**src/rtl/vector_operand_sequencer.sv**
```systemverilog
// Vector operand sequencer: slices one latched vector instruction into
// LANE_SIZE-element beats over valid/ready, then pulses done.
module vector_operand_sequencer #(
   parameter int LEN              = 32,
   parameter int VECTOR_SIZE      = 8,
   parameter int ENTRY_INDEX_SIZE = 3,
   parameter int LANE_SIZE        = 2,
   parameter int LANE_INDEX_SIZE  = 1
) (
   input  logic                          clk,
   input  logic                          rst,
   input  logic                          in_valid,
   output logic                          in_ready,
   input  logic [4:0]                    in_alu_op,
   input  logic [VECTOR_SIZE*LEN-1:0]    in_vs1,
   input  logic [VECTOR_SIZE*LEN-1:0]    in_vs2,
   input  logic [VECTOR_SIZE-1:0]        in_mask,
   input  logic [ENTRY_INDEX_SIZE:0]     in_vl,
   output logic                          out_valid,
   input  logic                          out_ready,
   output logic [4:0]                    out_alu_op,
   output logic [LANE_SIZE*LEN-1:0]      out_vs1,
   output logic [LANE_SIZE*LEN-1:0]      out_vs2,
   output logic [LANE_SIZE-1:0]          out_mask,
   output logic [ENTRY_INDEX_SIZE-1:0]   out_base_idx,
   output logic                          out_last,
   output logic                          done
);

   localparam int CW = ENTRY_INDEX_SIZE + 1;

   typedef enum logic {IDLE, ISSUE} state_t;

   state_t               state, state_next;
   logic [CW-1:0]        k, k_next;
   logic [CW-1:0]        vl_q, beats_q;
   logic [CW-1:0]        vl_eff, beats_in, base;
   logic [LEN-1:0]       vs1_q [VECTOR_SIZE];
   logic [LEN-1:0]       vs2_q [VECTOR_SIZE];
   logic [VECTOR_SIZE-1:0] mask_q;
   logic [4:0]           op_q;
   logic                 done_next;
   logic                 issuing;

   assign vl_eff   = (in_vl > CW'(VECTOR_SIZE)) ? CW'(VECTOR_SIZE) : in_vl;
   assign beats_in = (vl_eff + CW'(LANE_SIZE - 1)) >> LANE_INDEX_SIZE;
   assign issuing  = (state == ISSUE);
   assign base     = k << LANE_INDEX_SIZE;
   assign out_last = issuing && (k == beats_q - CW'(1));

   always_comb begin
      state_next = state;
      k_next     = k;
      done_next  = 1'b0;
      in_ready   = 1'b0;
      out_valid  = 1'b0;
      unique case (state)
         IDLE: begin
            in_ready = 1'b1;
            if (in_valid) begin
               k_next = '0;
               if (vl_eff == '0) done_next = 1'b1;
               else state_next = ISSUE;
            end
         end
         ISSUE: begin
            out_valid = 1'b1;
            if (out_ready) begin
               if (out_last) begin
                  state_next = IDLE;
                  done_next  = 1'b1;
               end else begin
                  k_next = k + CW'(1);
               end
            end
         end
         default: state_next = IDLE;
      endcase
   end

   always_ff @(posedge clk) begin
      if (rst) begin
         state   <= IDLE;
         k       <= '0;
         done    <= 1'b0;
         vl_q    <= '0;
         beats_q <= '0;
         mask_q  <= '0;
         op_q    <= '0;
         for (int j = 0; j < VECTOR_SIZE; j++) begin
            vs1_q[j] <= '0;
            vs2_q[j] <= '0;
         end
      end else begin
         state <= state_next;
         k     <= k_next;
         done  <= done_next;
         if (state == IDLE && in_valid) begin
            vl_q    <= vl_eff;
            beats_q <= beats_in;
            mask_q  <= in_mask;
            op_q    <= in_alu_op;
            for (int j = 0; j < VECTOR_SIZE; j++) begin
               vs1_q[j] <= in_vs1[j*LEN +: LEN];
               vs2_q[j] <= in_vs2[j*LEN +: LEN];
            end
         end
      end
   end

   assign out_alu_op   = issuing ? op_q : 5'd0;
   assign out_base_idx = issuing ? base[ENTRY_INDEX_SIZE-1:0] : '0;

   // Lanes past vl carry zero data and a cleared enable
   for (genvar g = 0; g < LANE_SIZE; g++) begin : g_lane
      logic [CW-1:0] idx;
      logic          act;
      assign idx = base + CW'(g);
      assign act = issuing && (idx < vl_q);
      assign out_vs1[g*LEN +: LEN] = act ? vs1_q[idx[ENTRY_INDEX_SIZE-1:0]] : '0;
      assign out_vs2[g*LEN +: LEN] = act ? vs2_q[idx[ENTRY_INDEX_SIZE-1:0]] : '0;
      assign out_mask[g] = act & mask_q[idx[ENTRY_INDEX_SIZE-1:0]];
   end

endmodule

```
**config.mk**
```make
export PLATFORM = sky130hd
export DESIGN_NAME = vector_operand_sequencer
export DESIGN_NICKNAME = d
export VERILOG_FILES = /design/src/rtl/vector_operand_sequencer.sv
export SDC_FILE = /design/constraint.sdc
export NUM_CORES = 1
export LEC_CHECK = 0
export ABC_AREA = 1
export CORE_UTILIZATION = 30
export DETAILED_ROUTE_END_ITERATION = 8
export MAX_ROUTING_LAYER = met4
export PLACE_DENSITY = 0.54
export SLEW_MARGIN = 20
export SYNTH_ARGS = -nofsm -noshare
export SYNTH_HDL_FRONTEND = slang
export SYNTH_SLANG_ARGS = --single-unit
```
**constraint.sdc**
```tcl
create_clock -name clk -period 9.96 [get_ports clk]
set_input_delay 0.996 -clock clk [delete_from_list [all_inputs] [get_ports clk]]
set_output_delay 0.996 -clock clk [all_outputs]
set_load 0.005 [all_outputs]
```
==> results of run 1 <==
==> cells in the mapped netlist, drive strengths merged <==
master	count	area share
a211oi	1	0.00049
a21oi	141	0.028
buf	112	0.027
clkbuf	50	0.0073
clkinv	1	0.00015
conb	1	0.00015
dfxtp	28	0.022
edfxtp	512	0.60
ha	8	0.0039
inv	548	0.080
nand2	58	0.0090
nand3	19	0.0042
nand4	2	0.00049
nor2	1036	0.16
o21ai	268	0.052
o221ai	1	0.00034
o22ai	6	0.0015
xnor2	1	0.00034
xor2	1	0.00034
==> registers in the layout (all words and copies together) (netlist names), named ones only <==
| signal | cells |
|---|---|
| k | 4 |
| done | 1 |
| vs2_q | 256 |
| vl_q | 4 |
| mask_q | 8 |
| op_q | 5 |
| vs1_q | 256 |
| issuing | 1 |
| beats_q | 3 |
==> worst max path at each step <==
stage,startpoint,end,slack (ns)
2_1_floorplan,rst,vs1_q[0][0]$_SDFFCE_PN0P_,1.76
3_3_place_gp,in_valid,vs2_q[3][14]$_SDFFCE_PN0P_,5.28
3_5_place_dp,in_valid,vs2_q[5][10]$_SDFFCE_PN0P_,5.20
4_1_cts,flip-flop,out_vs2[31],4.88
5_1_grt,flip-flop,out_vs2[18],4.63
6_report,flip-flop,out_vs2[17],5.00
==> per-stage QoR <==
stage          hold WS (ns)  cells  worst slack [ns]
2_1_floorplan        0.4440   2794             1.757
3_3_place_gp         0.4593   4461             5.282
6_report             0.4699   4595             4.998
5_1_grt              0.4899   4595             4.635
3_5_place_dp         0.4631   4461             5.201
4_1_cts              0.4712   4570             4.876
==> layout make-up <==
| class | instances | area share |
|---|---|---|
| flip-flops and latches | 540 | 0.4562 |
| repair buffers | 695 | 0.1982 |
| multi-input cells | 1543 | 0.1926 |
| inverters | 549 | 0.05934 |
| clock buffers | 85 | 0.04653 |
| well taps | 1134 | 0.04059 |
| clock inverters | 24 | 0.004725 |
| diodes | 25 | 0.001790 |
==> power by group through the flow <==
stage	Sequential, µW	Combinational (µW)	Clock [µW]
final	2760	805	2090
after global routing	2770	896	2230
after CTS	2760	822	2150
after detailed placement	2800	818	0
after global placement	2800	815	0
after floorplan	2810	413	0
==> metal layers <==
layer	vias to the layer above	track usage	wire, µm
li1	9945	-	-
met1	9361	0.2323	34470
met2	574	0.3198	41630
met3	106	0.04403	5701
met4	0	0.05805	1835
met5	-	-	0
==> cells by family after synthesis <==
group	share of synthesized area
other	0.0001465
XOR/XNOR	0.0006846
adder cells (fa/ha/maj)	0.003911
flip-flops	0.6226
buffers and inverters	0.1154
AO/OA/AOI/OAI	0.08228
AND/OR/NAND/NOR	0.1749
==> layout by cell type (no fill, tap or decap), types with 3 or more instances in the layout <==
| master | instances |
|---|---|
| a21oi_1 | 141 |
| buf_4 | 20 |
| clkbuf_1 | 23 |
| clkbuf_16 | 61 |
| clkdlybuf4s50_1 | 672 |
| clkinv_1 | 14 |
| clkinv_2 | 7 |
| dfxtp_1 | 24 |
| dfxtp_4 | 3 |
| diode_2 | 25 |
| edfxtp_1 | 512 |
| ha_1 | 8 |
| inv_1 | 542 |
| nand2_1 | 54 |
| nand3_1 | 18 |
| nor2_1 | 943 |
| nor2_2 | 92 |
| o21ai_0 | 263 |
| o21ai_1 | 3 |
| o22ai_1 | 6 |
==> worst reg2reg max path, delay by kind of cell, from the launching register on <==
| kind | cells | cell delay, ns |
|---|---|---|
| buffers and inverters | 4 | 2.46 |
| AND/OR/NAND/NOR | 3 | 0.60 |
| flip-flops | 1 | 0.81 |
==> impl_results.html, run 1 <==
<table>
<tr><th>Metric</th><th>Value</th></tr>
<tr><th colspan="2">STA</th></tr>
<tr><td>Aggregate negative setup slack</td><td>0 ns</td></tr>
<tr><td>Max-slew violation count</td><td>0</td></tr>
<tr><td>Tmin final</td><td>about 5.0 ns</td></tr>
<tr><td>Maximum frequency from static timing analysis</td><td>approximately 0.20 GHz</td></tr>
<tr><td>Final-report hold violation count</td><td>0</td></tr>
<tr><td>Final clock period utilization by the worst path</td><td>0.4982</td></tr>
<tr><td>Max-slew headroom</td><td>0.2718</td></tr>
<tr><td>Final setup violation count</td><td>0</td></tr>
<tr><td>RSZ-0062 raised after global routing</td><td>no</td></tr>
<tr><td>Clk_skew</td><td>around 0.014 ns</td></tr>
<tr><td>Transition at the pin with the smallest max-transition slack</td><td>1.092 ns</td></tr>
<tr><th colspan="2">Setup path</th></tr>
<tr><td>R2R Setup Slk</td><td>5.83 ns</td></tr>
<tr><td>Worst Path Max Fanout</td><td>between 70 and 80</td></tr>
<tr><td>Dominant delay contributor by cell family on the critical path</td><td>buffers and inverters</td></tr>
<tr><td>Endpoint of the worst register-to-register path</td><td>vs2_q[3][15]$_SDFFCE_PN0P_</td></tr>
<tr><td>Delay of the slowest critical-path stage</td><td>0.82 ns</td></tr>
<tr><td>Kind of end point of the critical path</td><td>output port</td></tr>
<tr><td>Endpoint arrival time on the critical path</td><td>roughly 4.0 ns</td></tr>
<tr><td>Worst path required time</td><td>around 9 ns</td></tr>
<tr><td>Kind of start point of the critical path</td><td>flip-flop</td></tr>
<tr><td>Critical path's slowest cell</td><td>clkinv_2</td></tr>
<tr><td>WS Path Type</td><td>reg2out</td></tr>
<tr><td>Count of buffer and inverter cells on the critical path</td><td>3</td></tr>
<tr><td>Crit path cell chain</td><td>clkinv_2 -&gt; buf_4 -&gt; o21ai_0 -&gt; a21oi_1 -&gt; clkdlybuf4s50_1</td></tr>
<tr><td>R2r startpoint</td><td>issuing$_SDFF_PP0_</td></tr>
<tr><td>Length in cells of the worst reg-to-reg path</td><td>7</td></tr>
<tr><td>Number of logic stages on the critical path including buffering</td><td>5</td></tr>
<tr><th colspan="2">Final layout</th></tr>
<tr><td>Final net count</td><td>slightly below 4000</td></tr>
<tr><td>Synth-to-Final Area Change</td><td>36.59%</td></tr>
<tr><td>Fillers</td><td>8470</td></tr>
<tr><td>Multi-input logic area</td><td>between 6000 and 7000 µm²</td></tr>
<tr><td>Register area</td><td>15950 µm²</td></tr>
<tr><td>Cell area after layout</td><td>around 35000 µm²</td></tr>
<tr><td>Fraction of final layout cells with drive strength greater than 1</td><td>0.06024</td></tr>
<tr><td>Post-layout utilization of the core</td><td>0.4157</td></tr>
<tr><th colspan="2">Floorplanning</th></tr>
<tr><td>Width of the die</td><td>just under 300 µm</td></tr>
<tr><td>Overall die area</td><td>just under 90000 µm²</td></tr>
<tr><td>Io pins</td><td>between 600 and 700</td></tr>
<tr><td>Effective utilization at floorplan</td><td>0.3044</td></tr>
<tr><td>Number of cell rows</td><td>about 110</td></tr>
<tr><td>Core Footprint</td><td>approximately 84000 µm²</td></tr>
<tr><td>Die span in y</td><td>approximately 290 µm</td></tr>
<tr><th colspan="2">Worst hold path</th></tr>
<tr><td>Worst hold stages</td><td>2</td></tr>
<tr><td>Startpoint of the most critical hold path</td><td>mask_q[7]$_SDFFE_PP0P_</td></tr>
<tr><td>Class of the tightest hold or removal check</td><td>reg2reg</td></tr>
<tr><td>Hold endpoint</td><td>mask_q[7]$_SDFFE_PP0P_</td></tr>
<tr><th colspan="2">Synth</th></tr>
<tr><td>Number of library cell types mapped by synthesis</td><td>30</td></tr>
<tr><td>Number of cells produced by synthesis</td><td>2794</td></tr>
<tr><td>Avg Inst Size Synth</td><td>9.160 µm²</td></tr>
<tr><td>YS warnings</td><td>0</td></tr>
<tr><td>Sequential cell area fraction in the yosys report</td><td>0.6226</td></tr>
<tr><td>Syn nets</td><td>3335</td></tr>
<tr><td>Synthesized flop and latch total</td><td>540</td></tr>
<tr><td>Total standard cell area after synthesis</td><td>approximately 26000 µm²</td></tr>
<tr><th colspan="2">Drt</th></tr>
<tr><td>Sum of routed wire length over all layers</td><td>between 80 and 90 mm</td></tr>
<tr><td>Post-DRT Antenna Nets</td><td>0</td></tr>
<tr><td>Detailed-route vias per instance</td><td>roughly 4.3</td></tr>
<tr><td>DR pass1 iterations</td><td>5</td></tr>
<tr><td>Initial DRC count</td><td>around 1200</td></tr>
<tr><td>DR vias</td><td>approximately 20000</td></tr>
<tr><td>Number of DRC violations after detailed routing</td><td>0</td></tr>
<tr><td>Detailed-route wire length per cell</td><td>between 15 and 20 µm</td></tr>
<tr><th colspan="2">Power</th></tr>
<tr><td>P_sw</td><td>1419 µW</td></tr>
<tr><td>Leakage</td><td>roughly 0.015 µW</td></tr>
<tr><td>Proportion of power drawn by combinational gates</td><td>0.142</td></tr>
<tr><td>Cell-internal power</td><td>approximately 4200 µW</td></tr>
<tr><td>VDD IR max</td><td>roughly 0.12 mV</td></tr>
<tr><td>Post-layout power</td><td>between 5000 and 6000 µW</td></tr>
<tr><td>Power share of the clock group</td><td>0.369</td></tr>
<tr><td>Switching power share of the total</td><td>0.2512</td></tr>
<tr><td>Portion of total power attributed to sequential cells</td><td>0.488</td></tr>
<tr><td>Power per Cell Area</td><td>between 150 and 200 nW/µm²</td></tr>
<tr><th colspan="2">Clocking</th></tr>
<tr><td>Postcts setup bufs</td><td>0</td></tr>
<tr><td>Sink Count</td><td>between 500 and 600</td></tr>
<tr><td>Level count of the clock H-tree</td><td>2</td></tr>
<tr><td>Num CTS Buffers</td><td>60</td></tr>
<tr><td>Maximum clock insertion buffer count</td><td>3</td></tr>
<tr><td>Post-cts resize count</td><td>0</td></tr>
<tr><td>Quantity of hold-fixing buffers added after cts</td><td>0</td></tr>
<tr><td>Reg clk slew, reported paths</td><td>around 0.06 ns</td></tr>
<tr><td>Clock latency reported for the late side of the worst-skew pair</td><td>0.62 ns</td></tr>
<tr><td>CTS tree</td><td>built</td></tr>
<tr><td>Clock tree root driver cell</td><td>clkbuf_16</td></tr>
<tr><th colspan="2">Place</th></tr>
<tr><td>DP HPWL</td><td>roughly 56 mm</td></tr>
<tr><td>Area of placed instances</td><td>roughly 33000 µm²</td></tr>
<tr><td>PortBufs</td><td>673</td></tr>
<tr><td>Routability-driven placement congestion ratio</td><td>just over 0.8</td></tr>
<tr><th colspan="2">GRT</th></tr>
<tr><td>Grt total ovfl</td><td>0</td></tr>
<tr><td>Global-route wire length before repair</td><td>~120 mm</td></tr>
<tr><td>GRT Total Usage</td><td>0.1927</td></tr>
<tr><td>Initial antenna violation count</td><td>28</td></tr>
<tr><td>Vias in the first global route</td><td>19600</td></tr>
<tr><td>Largest net degree at the start of global routing</td><td>165</td></tr>
<tr><th colspan="2">Status</th></tr>
<tr><td>Run status</td><td>complete, no violations</td></tr>
<tr><th colspan="2">Job</th></tr>
<tr><td>Max-cap violations</td><td>0</td></tr>
</table>
(Power assumes the default switching activity.)
==> inputs of run 2 (changes only) <==
--- a/config.mk
+++ b/config.mk
@@ -9,7 +9,7 @@
 export CORE_UTILIZATION = 30
 export DETAILED_ROUTE_END_ITERATION = 8
 export MAX_ROUTING_LAYER = met4
-export PLACE_DENSITY = 0.54
+export PLACE_DENSITY = 0.56
 export SLEW_MARGIN = 20
 export SYNTH_ARGS = -nofsm -noshare
 export SYNTH_HDL_FRONTEND = slang
==> constraint.sdc (replaced) <==
create_clock -name clk -period 4.3 [get_ports clk]
set_input_delay 0.43 -clock clk [delete_from_list [all_inputs] [get_ports clk]]
set_output_delay 0.43 -clock clk [all_outputs]
set_load 0.005 [all_outputs]
==> run 2 against run 1 <==
Compared with the run above:
- sequential share of layout area decreased by 0.85 points
- sequential power increased by 130%
- final cell count increased by 0.54%
- count of clock-buffer cells in the layout decreased by 5
- clock power increased to 2.7 times the previous value
- final area increased by 1.9%
- global-route usage increased by 0.55 points
- hold slack got worse by 0.23 ns
- critical path type unchanged
- largest power group unchanged
==> impl_results.html, run 2 (synthesis gave the netlist of run 1 again) <==
<table>
<tr><th>Metric</th><th>Value</th></tr>
<tr><th colspan="2">Status</th></tr>
<tr><td>Run status</td><td>complete, no violations</td></tr>
<tr><th colspan="2">Drt</th></tr>
<tr><td>Post-DRT Antenna Nets</td><td>0</td></tr>
<tr><td>DR pass1 iterations</td><td>5</td></tr>
<tr><td>Initial DRC count</td><td>around 1400</td></tr>
<tr><td>DR vias</td><td>20200</td></tr>
<tr><td>Detailed-route wire length per cell</td><td>18.60 µm</td></tr>
<tr><td>Detailed-route vias per instance</td><td>4.373</td></tr>
<tr><td>Sum of routed wire length over all layers</td><td>between 80 and 90 mm</td></tr>
<tr><td>Number of DRC violations after detailed routing</td><td>0</td></tr>
<tr><th colspan="2">Clocking</th></tr>
<tr><td>Level count of the clock H-tree</td><td>2</td></tr>
<tr><td>Reg clk slew, reported paths</td><td>0.06 ns</td></tr>
<tr><td>Sink Count</td><td>540</td></tr>
<tr><td>Postcts setup bufs</td><td>0</td></tr>
<tr><td>Quantity of hold-fixing buffers added after cts</td><td>0</td></tr>
<tr><td>Maximum clock insertion buffer count</td><td>3</td></tr>
<tr><td>Num CTS Buffers</td><td>61</td></tr>
<tr><td>CTS tree</td><td>built</td></tr>
<tr><td>Clock latency reported for the late side of the worst-skew pair</td><td>roughly 0.62 ns</td></tr>
<tr><td>Post-cts resize count</td><td>0</td></tr>
<tr><td>Clock tree root driver cell</td><td>clkbuf_16</td></tr>
<tr><th colspan="2">Setup path</th></tr>
<tr><td>Crit path cell chain</td><td>inv_4 -&gt; ha_1 -&gt; o21ai_4 -&gt; buf_12 -&gt; buf_4 -&gt; a21oi_1 -&gt; clkdlybuf4s50_1</td></tr>
<tr><td>Delay of the slowest critical-path stage</td><td>0.67 ns</td></tr>
<tr><td>Number of logic stages on the critical path including buffering</td><td>7</td></tr>
<tr><td>Critical path's slowest cell</td><td>o21ai_4</td></tr>
<tr><td>Dominant delay contributor by cell family on the critical path</td><td>buffers and inverters</td></tr>
<tr><td>Worst Path Max Fanout</td><td>34</td></tr>
<tr><td>Length in cells of the worst reg-to-reg path</td><td>6</td></tr>
<tr><td>Endpoint of the worst register-to-register path</td><td>vs1_q[4][0]$_SDFFCE_PN0P_</td></tr>
<tr><td>Endpoint arrival time on the critical path</td><td>between 3 and 4 ns</td></tr>
<tr><td>Kind of end point of the critical path</td><td>output port</td></tr>
<tr><td>R2r startpoint</td><td>issuing$_SDFF_PP0_</td></tr>
<tr><td>Kind of start point of the critical path</td><td>flip-flop</td></tr>
<tr><td>Launch point of the worst path</td><td>k[0]$_SDFFE_PP0P_</td></tr>
<tr><td>R2R Setup Slk</td><td>around 1.9 ns</td></tr>
<tr><td>Worst path required time</td><td>3.87 ns</td></tr>
<tr><td>Destination of the critical timing path</td><td>out_vs2[41]</td></tr>
<tr><td>WS Path Type</td><td>reg2out</td></tr>
<tr><td>Count of buffer and inverter cells on the critical path</td><td>4</td></tr>
<tr><th colspan="2">Job</th></tr>
<tr><td>Max-cap violations</td><td>0</td></tr>
<tr><th colspan="2">STA</th></tr>
<tr><td>Max-slew headroom</td><td>0.3672</td></tr>
<tr><td>Final setup violation count</td><td>0</td></tr>
<tr><td>Aggregate negative setup slack</td><td>0 ns</td></tr>
<tr><td>Max-slew violation count</td><td>0</td></tr>
<tr><td>Maximum frequency from static timing analysis</td><td>about 0.26 GHz</td></tr>
<tr><td>RSZ-0062 raised after global routing</td><td>no</td></tr>
<tr><td>Transition at the pin with the smallest max-transition slack</td><td>roughly 0.95 ns</td></tr>
<tr><td>Final clock period utilization by the worst path</td><td>0.9027</td></tr>
<tr><td>Final-layout worst hold slack</td><td>roughly 0.24 ns</td></tr>
<tr><td>Clk_skew</td><td>between 0.01 and 0.015 ns</td></tr>
<tr><td>Final-report hold violation count</td><td>0</td></tr>
<tr><td>Tmin final</td><td>roughly 3.9 ns</td></tr>
<tr><th colspan="2">Final layout</th></tr>
<tr><td>Largest registers</td><td>vs1_q x256, vs2_q x256, mask_q x8</td></tr>
<tr><td>Multi-input logic area</td><td>between 6000 and 7000 µm²</td></tr>
<tr><td>Final net count</td><td>3948</td></tr>
<tr><td>Highest-count cells in the layout ignoring fill and taps</td><td>nor2_1 (943), clkdlybuf4s50_1 (672), inv_1 (542), edfxtp_1 (512), o21ai_0 (263)</td></tr>
<tr><td>Fillers</td><td>approximately 8300</td></tr>
<tr><td>Synth-to-Final Area Change</td><td>39.18%</td></tr>
<tr><td>Commonest non-fill, non-tap cell in the layout</td><td>nor2_1</td></tr>
<tr><td>Fraction of final layout cells with drive strength greater than 1</td><td>0.07197</td></tr>
<tr><td>Register area</td><td>between 15000 and 20000 µm²</td></tr>
<tr><th colspan="2">GRT</th></tr>
<tr><td>Largest net degree at the start of global routing</td><td>around 130</td></tr>
<tr><td>Global-route wire length before repair</td><td>124.5 mm</td></tr>
<tr><td>Grt total ovfl</td><td>0</td></tr>
<tr><td>Initial antenna violation count</td><td>27</td></tr>
<tr><td>GRT Total Usage</td><td>0.1981</td></tr>
<tr><td>Vias in the first global route</td><td>~20000</td></tr>
<tr><th colspan="2">Place</th></tr>
<tr><td>DP HPWL</td><td>58.93 mm</td></tr>
<tr><td>Routability-driven placement congestion ratio</td><td>about 0.89</td></tr>
<tr><td>PortBufs</td><td>673</td></tr>
<tr><th colspan="2">Floorplanning</th></tr>
<tr><td>Overall die area</td><td>86480 µm²</td></tr>
<tr><td>Width of the die</td><td>between 200 and 300 µm</td></tr>
<tr><td>Io pins</td><td>between 600 and 700</td></tr>
<tr><td>Number of cell rows</td><td>roughly 110</td></tr>
<tr><td>Die span in y</td><td>a little under 300 µm</td></tr>
<tr><td>Effective utilization at floorplan</td><td>0.3044</td></tr>
<tr><td>Core Footprint</td><td>approximately 84000 µm²</td></tr>
<tr><th colspan="2">Power</th></tr>
<tr><td>Leakage</td><td>0.01517 µW</td></tr>
<tr><td>VDD IR max</td><td>between 0.2 and 0.3 mV</td></tr>
<tr><td>Power per Cell Area</td><td>about 400 nW/µm²</td></tr>
<tr><th colspan="2">Worst hold path</th></tr>
<tr><td>Class of the tightest hold or removal check</td><td>in2reg</td></tr>
</table>
run 2: through the flow:
step           total power (µW)  instances  setup slack [ns]  area (µm²)  utilization
2_1_floorplan              7405       2794            0.3862       25600            -
4_1_cts                   14150       4594            0.3329       35560       0.4228
3_3_place_gp               8453       4478             1.051       33380       0.3970
3_5_place_dp               8456       4478             1.020       33380       0.3970
6_report                  13980       4620            0.4182       35620       0.4236
5_1_grt                   14560       4620            0.1943       35620       0.4236
run 2: layout make-up:
cell class | count | share of cell area
flip-flops and latches | 540 | 0.4477
repair buffers | 712 | 0.2023
multi-input cells | 1543 | 0.1890
inverters | 549 | 0.05824
clock buffers | 80 | 0.04805
well taps | 1134 | 0.03983
clock inverters | 36 | 0.01300
diodes | 26 | 0.001827
run 2: worst min-delay path by stage:
stage                                 from                         end  slack, ns  cells after the start
global placement    mask_q[7]$_SDFFE_PP0P_      mask_q[7]$_SDFFE_PP0P_       0.46                      2
detailed placement  mask_q[1]$_SDFFE_PP0P_      mask_q[1]$_SDFFE_PP0P_       0.46                      2
finish                                 rst  vs2_q[6][12]$_SDFFCE_PP0P_       0.24                      2
CTS                                    rst          issuing$_SDFF_PP0_       0.20                      2
global route                           rst          issuing$_SDFF_PP0_       0.23                      2
floorplan           mask_q[0]$_SDFFE_PP0P_      mask_q[0]$_SDFFE_PP0P_       0.44                      2
run 2: power breakdown:
part | switching, µW | internal (µW)
Clock | 2210 | 3450
Combinational | 1100 | 853
Sequential | 121 | 6240
Total | 3440 | 10500
run 2: routing by layer:
layer  share of wire  vias to the layer above  GRT usage
met1            0.40                     9496     0.2354
li1                -                     9984          -
met4           0.021                        0    0.06186
met3           0.070                      101    0.04781
met5               0                        -          -
met2            0.51                      623     0.3301
